<file path="src/rtl/memory_game_ctrl.sv">
// Turn controller for the memory-match board: sequences two picks per turn,
// compares the pair, locks or flips it back, alternates players and keeps
// scores. It is the single clocked owner of the face_up/matched board state.
module memory_game_ctrl #(
    parameter int N_CARDS     = 16,
    parameter int SHOW_CYCLES = 50_000_000,
    parameter int TURN_CYCLES = 750_000_000
) (
    input  logic                   clk,
    input  logic                   rst,
    input  logic                   start,
    input  logic                   sel_valid,
    input  logic [3:0]             sel_idx,
    input  logic [3*N_CARDS-1:0]   card_vals,
    output logic                   sel_ready,
    output logic [N_CARDS-1:0]     face_up,
    output logic [N_CARDS-1:0]     matched,
    output logic                   player,
    output logic [3:0]             score0,
    output logic [3:0]             score1,
    output logic                   game_over,
    output logic                   timeout,
    output logic [2:0]             fsm_state
);

    // Handshake: a selection is a single-cycle sel_valid pulse; it is consumed
    // on the same edge only when sel_ready is high (PICK1/PICK2) and the card is
    // in range, not face-up and not matched. Anything else is dropped, never queued.

    localparam int CNT_MAX = (SHOW_CYCLES > TURN_CYCLES) ? SHOW_CYCLES : TURN_CYCLES;
    localparam int CNT_W   = $clog2(CNT_MAX) + 1;
    localparam logic [CNT_W-1:0] SHOW_LOAD = CNT_W'(SHOW_CYCLES - 1);
    localparam logic [CNT_W-1:0] TURN_LOAD = CNT_W'(TURN_CYCLES - 1);

    typedef enum logic [2:0] {
        IDLE    = 3'd0,
        PICK1   = 3'd1,
        PICK2   = 3'd2,
        COMPARE = 3'd3,
        SHOW    = 3'd4,
        DONE    = 3'd5
    } state_t;

    state_t             state;
    logic [CNT_W-1:0]   cnt;       // shared: turn timer in PICK1/PICK2, show timer in SHOW
    logic [3:0]         idx_a;
    logic [3:0]         idx_b;

    logic [15:0]        busy_ext;
    logic               idx_in_range;
    logic               pick_ok;
    logic               pair_eq;
    logic               all_matched_next;
    logic [N_CARDS-1:0] bit_a;
    logic [N_CARDS-1:0] bit_b;
    logic [N_CARDS-1:0] bit_sel;

    // Pick legality, pair comparison and one-hot card masks
    always_comb begin
        busy_ext         = 16'(face_up | matched);
        idx_in_range     = ({1'b0, sel_idx} < 5'(N_CARDS));
        pick_ok          = sel_valid && ((state == PICK1) || (state == PICK2))
                           && idx_in_range && !busy_ext[sel_idx];
        pair_eq          = (card_vals[3*idx_a +: 3] == card_vals[3*idx_b +: 3]);
        bit_a            = N_CARDS'(1) << idx_a;
        bit_b            = N_CARDS'(1) << idx_b;
        bit_sel          = N_CARDS'(1) << sel_idx;
        all_matched_next = ((matched | bit_a | bit_b) == {N_CARDS{1'b1}});
    end

    // Moore decode of the pick window and state visibility
    always_comb begin
        sel_ready = (state == PICK1) || (state == PICK2);
        fsm_state = state;
    end

    // Turn sequencer, board state, scores and timers
    always_ff @(posedge clk or posedge rst) begin
        if (rst) begin
            state     <= IDLE;
            cnt       <= '0;
            idx_a     <= '0;
            idx_b     <= '0;
            face_up   <= '0;
            matched   <= '0;
            player    <= 1'b0;
            score0    <= '0;
            score1    <= '0;
            game_over <= 1'b0;
            timeout   <= 1'b0;
        end else begin
            timeout <= 1'b0;
            case (state)
                IDLE, DONE: begin
                    if (start) begin
                        face_up   <= '0;
                        matched   <= '0;
                        score0    <= '0;
                        score1    <= '0;
                        player    <= 1'b0;
                        game_over <= 1'b0;
                        cnt       <= TURN_LOAD;
                        state     <= PICK1;
                    end
                end
                PICK1: begin
                    if (pick_ok) begin
                        idx_a   <= sel_idx;
                        face_up <= face_up | bit_sel;
                        cnt     <= TURN_LOAD;
                        state   <= PICK2;
                    end else if (cnt == '0) begin
                        timeout <= 1'b1;
                        player  <= ~player;
                        cnt     <= TURN_LOAD;
                    end else begin
                        cnt <= cnt - 1'b1;
                    end
                end
                PICK2: begin
                    if (pick_ok) begin
                        idx_b   <= sel_idx;
                        face_up <= face_up | bit_sel;
                        cnt     <= TURN_LOAD;
                        state   <= COMPARE;
                    end else if (cnt == '0) begin
                        // Expired half-turn: hide the lone first pick and hand over
                        timeout <= 1'b1;
                        face_up <= face_up & ~bit_a;
                        player  <= ~player;
                        cnt     <= TURN_LOAD;
                        state   <= PICK1;
                    end else begin
                        cnt <= cnt - 1'b1;
                    end
                end
                COMPARE: begin
                    if (pair_eq) begin
                        matched <= matched | bit_a | bit_b;
                        if (player) score1 <= score1 + 4'd1;
                        else        score0 <= score0 + 4'd1;
                        if (all_matched_next) begin
                            game_over <= 1'b1;
                            state     <= DONE;
                        end else begin
                            cnt   <= TURN_LOAD;
                            state <= PICK1;
                        end
                    end else begin
                        cnt   <= SHOW_LOAD;
                        state <= SHOW;
                    end
                end
                SHOW: begin
                    if (cnt == '0) begin
                        face_up <= face_up & ~(bit_a | bit_b);
                        player  <= ~player;
                        cnt     <= TURN_LOAD;
                        state   <= PICK1;
                    end else begin
                        cnt <= cnt - 1'b1;
                    end
                end
                default: state <= IDLE;
            endcase
        end
    end

endmodule

</file>
<file path="config.mk">
export PLATFORM = sky130hd
export DESIGN_NAME = memory_game_ctrl
export DESIGN_NICKNAME = d
export VERILOG_FILES = /design/src/rtl/memory_game_ctrl.sv
export SDC_FILE = /design/constraint.sdc
export NUM_CORES = 1
export LEC_CHECK = 0
export ABC_CLOCK_PERIOD_IN_PS = 3600
export BUFFER_PORTS_ARGS = -buffer_cell sky130_fd_sc_hd__buf_2
export CORE_MARGIN = 8
export CORE_UTILIZATION = 35
export DETAILED_ROUTE_END_ITERATION = 10
export SLEW_MARGIN = 20
export SYNTH_ARGS = -nofsm -noshare
export SYNTH_HDL_FRONTEND = slang
export SYNTH_SLANG_ARGS = --single-unit
export TNS_END_PERCENT = 20
</file>
<file path="constraint.sdc">
create_clock -name clk -period 3.6 [get_ports clk]
set_input_delay 0.72 -clock clk [delete_from_list [all_inputs] [get_ports clk]]
set_output_delay 0.72 -clock clk [all_outputs]
set_load 0.02 [all_outputs]
</file>
; Word-level counts from Yosys, hierarchy flattened
; Cells that the tools add are included.
[op_classes]
n_addsub = 3
multipliers = 2
div = 0
order_cmp = 1
n_eq_ne = 17
n_shift = 5
muxes = 40
bitwise = 10
reduce_logical = 22
[op_table]
columns = operator, n
row1 = 31-bit 2-to-1 mux, 5
row2 = 31-bit case mux with 4 select lines, 1
row3 = 16-bit 2-to-1 mux, 6
row4 = 48-bit by 7-bit indexed part select with 3-bit output, 2
row5 = 16-bit bitwise OR, 5
row6 = 16-bit case mux with 4 select lines, 1
row7 = "1-bit by 4-bit << shifter with 16-bit output, first input constant", 3
row8 = 16-bit bitwise AND, 2
row9 = 16-bit inverter, 2
row10 = 16-bit case mux with 2 select lines, 1
row11 = 31-bit zero test, 1
row12 = "31-bit by 1-bit subtractor with 31-bit output, second input constant", 1
row13 = 4-bit 2-to-1 mux, 5
row14 = 3-bit 2-to-1 mux, 6
row15 = "16-bit == test, second input constant", 1
row16 = "2-bit inequality test, second input constant", 8
row17 = 4-bit case mux with 2 select lines, 2
row18 = 3-bit case mux with 5 select lines, 1
row19 = "2-bit by 4-bit multiplier with 6-bit output, first input constant", 2
row20 = 4-bit AND reduction, 3
row21 = 1-bit 2-to-1 mux, 9
row22 = 3-bit AND reduction, 3
row23 = "4-bit by 1-bit adder with 4-bit output, second input constant", 2
row24 = 4-bit nonzero test, 2
row25 = other kinds (20), 26
[totals]
register_bits = 85
latch_bits = 0
mem_bits_rw = 0
rom_bits = 0
output_inout_bits = 47
word_cells = 111
n_memories = 0

; Longest topological paths before layout
; Gate-level depths: netlist of run 1.
[logic_depth]
ltp_word = 7
mapped_depth = 12

; Least setup slack after synthesis of run 1
; OpenSTA, ideal clock, no wires.
[synth_timing]
kind = input-to-reg
start = input port sel_idx[0]
end = register idx_b[3]
setup_time_ns = 0.125
t_arrival_ns = 2.626
path_slack_ns = 0.849
cell_stages = 8
n_path_buf = 3
path_cell_list = buf_2 > buf_1 > o21a_1 > o221ai_1 > or3_1 > buf_2 > nor2_1 > mux2_2
[synth_between]
elab_chain_cells = 5
[synth_lines]
columns = item, line_no
row1 = from (decl), 13  ; input logic [3:0] sel_idx,
row2 = 1-bit binary-select mux with 4-bit select, 63  ; && idx_in_range && !busy_ext[sel_idx];
row3 = 1-bit 2-to-1 mux (not written as such), 63
row4 = 1-bit zero test, 63
row5 = 1-bit logical AND, 63
row6 = 2-bit AND reduction (no source line), --
row7 = to (signal assigned), 122  ; idx_b <= sel_idx;
row8 = to (decl), 47  ; logic [3:0] idx_b;
; No other way between the ends. The select of a mux whose other input is x is not followed.
; A chain may end at the register's enable or synchronous reset.

; Final worst setup path of run 1
[layout_timing]
start = register idx_b[0]
end = register cnt[22]
[layout_between]
elab_chain_cells = 5
word_cells_on_any_way = 10
cone_classes = 1 x mul / 3 x eq/ne / 2 x shift / 2 x mux / 1 x bitwise / 1 x reduce/logical
[layout_lines]
columns = item, line_no
row1 = 2-bit by 4-bit multiplier with 6-bit output or 1-bit by 4-bit << shifter with 16-bit output (tied branches), "64, 66"
row2 = 48-bit by 7-bit indexed part select with 3-bit output or 16-bit bitwise OR (tied branches), "64, 68"
row3 = 3-bit == test or 16-bit == test (tied branches), "64, 68"
row4 = 31-bit 2-to-1 mux or 3-bit inequality test (tied branches), --
row5 = 31-bit case mux with 4 select lines or 3-bit AND reduction (tied branches), --
row6 = to (signal assigned), 117  ; cnt <= cnt - 1'b1;
row7 = to (signal assigned), 134  ; cnt <= cnt - 1'b1;
row8 = to (signal assigned), 161  ; cnt <= cnt - 1'b1;
row9 = to (decl), 45  ; logic [CNT_W-1:0] cnt;
; Parallel ways exist; a longest one is shown, timed or not.

==> results.cfg, run 1 <==
[run_status]
status = complete, no violations

[sta]
relSlewSlack_pct = 41.3
fin_ws_ns = 0.414
tightest_slew_ns = 0.873
period_minus_slack_ns = 3.19
fmax_mhz = 314
drv_slew = 0
finalHoldViolCount = 0
finalSetupViolCount = 0
grt_setup_unrepaired = false
worst_hold_slack_ns = 0.434
fin_crit_sh_pct = 88.5
final.setup.tns_ns = 0
clock_skew_ns = 0.00517

[clock_tree]
clk_path_buf_depth = 2
ctsResizeCount = 0
cts_buffers = 9
clk_latency_ns = 0.36
cts_tree = done
postCtsSetupRepairBufs = 0
clk_pin_slew_worst_paths_ns = 0.06
postCtsHoldBufs = 0
htreeDepth = 3
cts.sinks = 85
cts-root-buf = clkbuf_16

[global_route]
antenna_found_initial = 0
gr-usage-all-layers_pct = 18.6
grt_start_max_net_pins = 86
grt.overflow.total = 0
grt_pass1_wl_um = 30200
grt_pass1_vias = 5592

[die]
pin_count = 103
row_count = 47
die_x_um = 145
die_h_um = 145
start_util_pct = 35.4
coreArea_mm2 = 0.0164
dieArea_mm2 = 0.0210

[final_layout]
nets = 816
final_core_util_pct = 42.6
num_antenna_cells = 0
drive_above_1_share_pct = 25.9
fin_area_mm2 = 0.00699
fillers = 1633
synthToLayoutAreaGrowth_pct = 20.2
final_cells = 982

[critical_path]
cp_max_fo = 12
critPathKind = reg -> reg
cp-end-kind = flop
worst_path_most_repeated_cell = buf_4
reg2reg_depth = 10
path_buf_inv = 2
crit_required_ns = 3.84
start_kind = flop
cp_num_cells = 10
slowest_stage = dfrtp_1
max_stage_delay_ns = 0.77
crit_arrival_ns = 3.43
cp_top_family = compound AO/OA/AOI/OAI gates
cp_cell_sequence = buf_4, nand2b_1, o22ai_1, o32a_1, o221a_2, nand4_1, o31ai_1, buf_4, o21ai_0, o311ai_0

[routing]
via_per_inst = 5.75
drtAntennaViolNets = 0
routed_wl_um = 18700
first_pass_iters = 5
drtIter0Drc = 742
drc = 0
wl_per_cell_um = 19.1
vias = 5646

[placed_design]
io_buffers = 102
placed_area_mm2 = 0.00664
gpl.final_weighted_congestion = 0.900
post-place-ws_ns = 0.305
placed_cells = 966
dp.final_hpwl_um = 14000

[synthesis]
synth.largest_area_cell = dfrtp_1
yosysSeqAreaShare_pct = 36.6
avgSynthCellArea_um2 = 8.82
yosysTopAreaCellShare_pct = 36.6
synth_edf_count = 0
synthFlopType = dfrtp_1
syn_area_mm2 = 0.00581
synth_seq_cells = 85
postSynthCellCount = 659
synth_area_leaders = dfrtp_1, mux4_2, o21ai_0, nor2_1, a21oi_1
ys_types = 69
ys_async_sr_fraction_pct = 100
yosysWarnings = 0
syn-num-nets = 718

[run]
max_cap_violations = 0

[power]
report.power.total_mw = 5.80
p_leak_nw = 3.08
p_per_area_mw_per_mm2 = 830
ir_drop_v = 0.000516

[hold_path]
hold_class = in -> async
## path summary, 6_finish.rpt
path,to,slack (ns),startpoint
max,cnt[22]$_DFFE_PP0P_,0.41,idx_b[0]$_DFFE_PP0P_
min,score1[0]$_DFFE_PP0P_,0.43,rst
max reg2reg,cnt[22]$_DFFE_PP0P_,0.41,idx_b[0]$_DFFE_PP0P_
min reg2reg,cnt[17]$_DFFE_PP0P_,0.49,cnt[17]$_DFFE_PP0P_
max in group asynchronous,idx_b[0]$_DFFE_PP0P_,2.75,rst
min in group clk,cnt[17]$_DFFE_PP0P_,0.49,cnt[17]$_DFFE_PP0P_
## placed cells by master (no fill, tap or decap), types with 21 or more instances in the layout
cell and instances:
o21ai_0 63, nor3_1 23, dfrtp_1 85, buf_4 27, inv_1 21, a21oi_1 47
nand2_1 59, nand3_1 21, mux4_2 26, buf_2 102, nor2_1 81
## sequential cells by signal, summed over array words and instances (netlist names), 3 cells and up
name,cells
matched,16
idx_a,4
idx_b,4
score0,4
face_up,16
score1,4
cnt,31
fsm_state,3
## kinds of logic after synthesis
kind of cell / synth area share, %
AO/OA/AOI/OAI: 23.1
XOR/XNOR: 1.36
adder cells (fa/ha/maj): 0.646
buffers and inverters: 5.19
flip-flops: 36.6
multiplexers: 12.1
AND/OR/NAND/NOR: 21.0
## worst reg2reg max path: stages (launching register included)
cell      delay (ns)
dfrtp_1         0.77
buf_4           0.31
nand2b_1        0.17
o22ai_1         0.25
o32a_1          0.26
o221a_2         0.19
nand4_1         0.22
o31ai_1         0.43
buf_4           0.26
o21ai_0         0.10
o311ai_0        0.11
## cell usage after synthesis, types with 11 or more instances
library cell,n
nand3_1,21
mux4_2,26
dfrtp_1,85
nand2_1,59
clkbuf_1,16
o21ai_0,63
nand2b_1,11
buf_2,22
nor3_1,23
inv_1,22
a21oi_1,47
a22oi_1,14
o22ai_1,11
nor2_1,81
## power by group
part / switching [mW] / internal [mW]
Clock: 0.402 / 0.699
Sequential: 0.440 / 1.18
Combinational: 1.77 / 1.30
Total: 2.61 / 3.19
## layout make-up
type / count / area, um2 / area share (%)
Clock buffer: 11 / 243 / 3.47
Clock inverter: 5 / 108 / 1.54
Tap cell: 220 / 275 / 3.94
Multi-Input combinational cell: 508 / 3400 / 48.6
Timing Repair Buffer: 131 / 753 / 10.8
Inverter: 22 / 83.8 / 1.20
Sequential cell: 85 / 2130 / 30.4
## metal layers
layer / global-route usage (%) / share of wire [%] / vias to the layer above
met5: 0 / 0 / -
met4: 6.08 / 2.2 / 0
met3: 5.05 / 6.3 / 35
met2: 28.4 / 47 / 184
met1: 24.9 / 45 / 2766
li1: - / - / 2661
No activity file was read; power rests on OpenSTA's default activity.
==> run 2: changes to the inputs <==
CTS_BUF_LIST = sky130_fd_sc_hd__clkbuf_8   (was not set)
REMOVE_ABC_BUFFERS = 1   (was not set)
==> run 2 against run 1 <==
Net effect: total power fell by 9.4%; non-clock buffer count fell by 2; count of clock-buffer cells in the layout did not move; fmax fell by 2.4%; die area did not move; core utilization fell by 1.2 points.
==> results.cfg, run 2 (same netlist as run 1, synthesis figures left out) <==
[critical_path]
critPathKind = reg -> reg
ff2ff_setup_slack_ns = 0.34
crit_arrival_ns = 3.52
cp_max_fo = 21
slowest_stage = o31a_1
cp_cell_sequence = buf_4, nor2_1, nand3_1, nor3b_1, nor4_1, nand4_1, o31a_1, o21a_1, o22a_1
reg2reg_depth = 9
crit_required_ns = 3.85
rr_startpoint = idx_a[1]$_DFFE_PP0P_
cp-end-kind = flop
r2r_end = cnt[18]$_DFFE_PP0P_
startpoint = idx_a[1]$_DFFE_PP0P_
max_stage_delay_ns = 0.61
start_kind = flop

[placed_design]
io_buffers = 102
dp.final_hpwl_um = 13700
gpl.final_weighted_congestion = 0.969

[sta]
tightest_slew_ns = 0.873
fin_crit_sh_pct = 90.7
grt_setup_unrepaired = false
relSlewSlack_pct = 41.4
clock_skew_ns = 0.0135
fmax_mhz = 306
final.setup.tns_ns = 0
period_minus_slack_ns = 3.26
drv_slew = 0
finalSetupViolCount = 0
finalHoldViolCount = 0

[global_route]
gr-usage-all-layers_pct = 17.8
grt_start_max_net_pins = 63
grt_pass1_wl_um = 29400
grt_pass1_vias = 5609
antenna_found_initial = 0
grt.overflow.total = 0

[power]
p_leak_nw = 2.99
p_per_area_mw_per_mm2 = 774
report.power.total_mw = 5.25
ir_drop_v = 0.000495

[final_layout]
final_core_util_pct = 41.4
top_regs = cnt (31), face_up (16), matched (16)
drive_above_1_share_pct = 25.5
num_antenna_cells = 0
final_cell_mix = buf_2, dfrtp_1, nor2_1
largest_register_ffs = 31
layout.cells.most_common = buf_2
regMostFlops = cnt
nets = 814
synthToLayoutAreaGrowth_pct = 16.8

[die]
die_h_um = 145
dieArea_mm2 = 0.0210
die_x_um = 145
row_count = 47
start_util_pct = 35.4
coreArea_mm2 = 0.0164
pin_count = 103

[routing]
drtIter0Drc = 503
vias = 5602
routed_wl_um = 18300
via_per_inst = 5.73
drc = 0
wl_per_cell_um = 18.7
first_pass_iters = 5
drtAntennaViolNets = 0

[hold_path]
hold_class = in -> async

[clock_tree]
clk_path_buf_depth = 2
clk_pin_slew_worst_paths_ns = 0.08
cts_buffers = 9
cts_tree = done
clk_latency_ns = 0.37
ctsResizeCount = 0
cts-root-buf = clkbuf_8
postCtsHoldBufs = 0
htreeDepth = 3
cts.sinks = 85
postCtsSetupRepairBufs = 0

[run_status]
status = complete, no violations

[run]
max_cap_violations = 0
==> run 2: changes by cell type in the layout (fill, tap and decap cells not counted) <==
| cell | change |
|---|---|
| clkinv_2 | +2 |
| clkbuf_1 | -1 |
| buf_4 | -2 |
| clkbuf_16 | -9 |
| bufinv_16 | -3 |
| inv_1 | +1 |
| clkbuf_8 | +10 |
| clkinv_4 | -2 |
==> run 2: metrics by stage <==
| stage | hold slack [ns] | cells | worst slack (ns) | instance area [um2] |
|---|---|---|---|---|
| global route | 0.366 | 978 | 0.0498 | 6790 |
| finish | 0.335 | 978 | 0.335 | 6790 |
| floorplan | 0.450 | 615 | 0.156 | 5590 |
| global placement | 0.479 | 964 | 0.339 | 6620 |
| CTS | 0.341 | 978 | 0.355 | 6790 |
| detailed placement | 0.485 | 964 | 0.260 | 6620 |
==> run 2: final cells by class <==
cell class	count	area [um2]
clock buffer	11	151
clock inverter	3	13.8
fill	1627	9620
inverter	22	83.8
multi-input combinational	508	3400
sequential	85	2130
tap	220	275
timing repair buffer	129	738
==> run 2: worst max path at each step <==
stage / end / slack (ns)
after floorplan: cnt[29]$_DFFE_PP0P_ / 0.16
after global placement: cnt[19]$_DFFE_PP0P_ / 0.34
after detailed placement: cnt[19]$_DFFE_PP0P_ / 0.26
after CTS: cnt[18]$_DFFE_PP0P_ / 0.36
after global routing: cnt[17]$_DFFE_PP0P_ / 0.05
final: cnt[18]$_DFFE_PP0P_ / 0.34
==> run 2: critical path, delay by kind of cell (launching register included) <==
kind	cells	cell delay (ns)
compound gates	3	1.00
flops	1	0.56
simple gates	5	1.31
buf+inv	1	0.27
==> run 2: where the power goes <==
part | internal, mW | leakage, nW | total (mW) | switching [mW]
combinational | 1.27 | 1.81 | 3.07 | 1.80
clock | 0.276 | 0.0922 | 0.610 | 0.334
sequential | 1.18 | 1.08 | 1.57 | 0.392
==> run 2: layer usage <==
layer / share of wire (%) / GRT usage [%] / vias up
met3: 5.6 / 3.97 / 31
met5: 0 / 0 / -
met4: 1.8 / 4.49 / 0
li1: - / - / 2648
met2: 47 / 28.8 / 180
met1: 45 / 23.6 / 2743
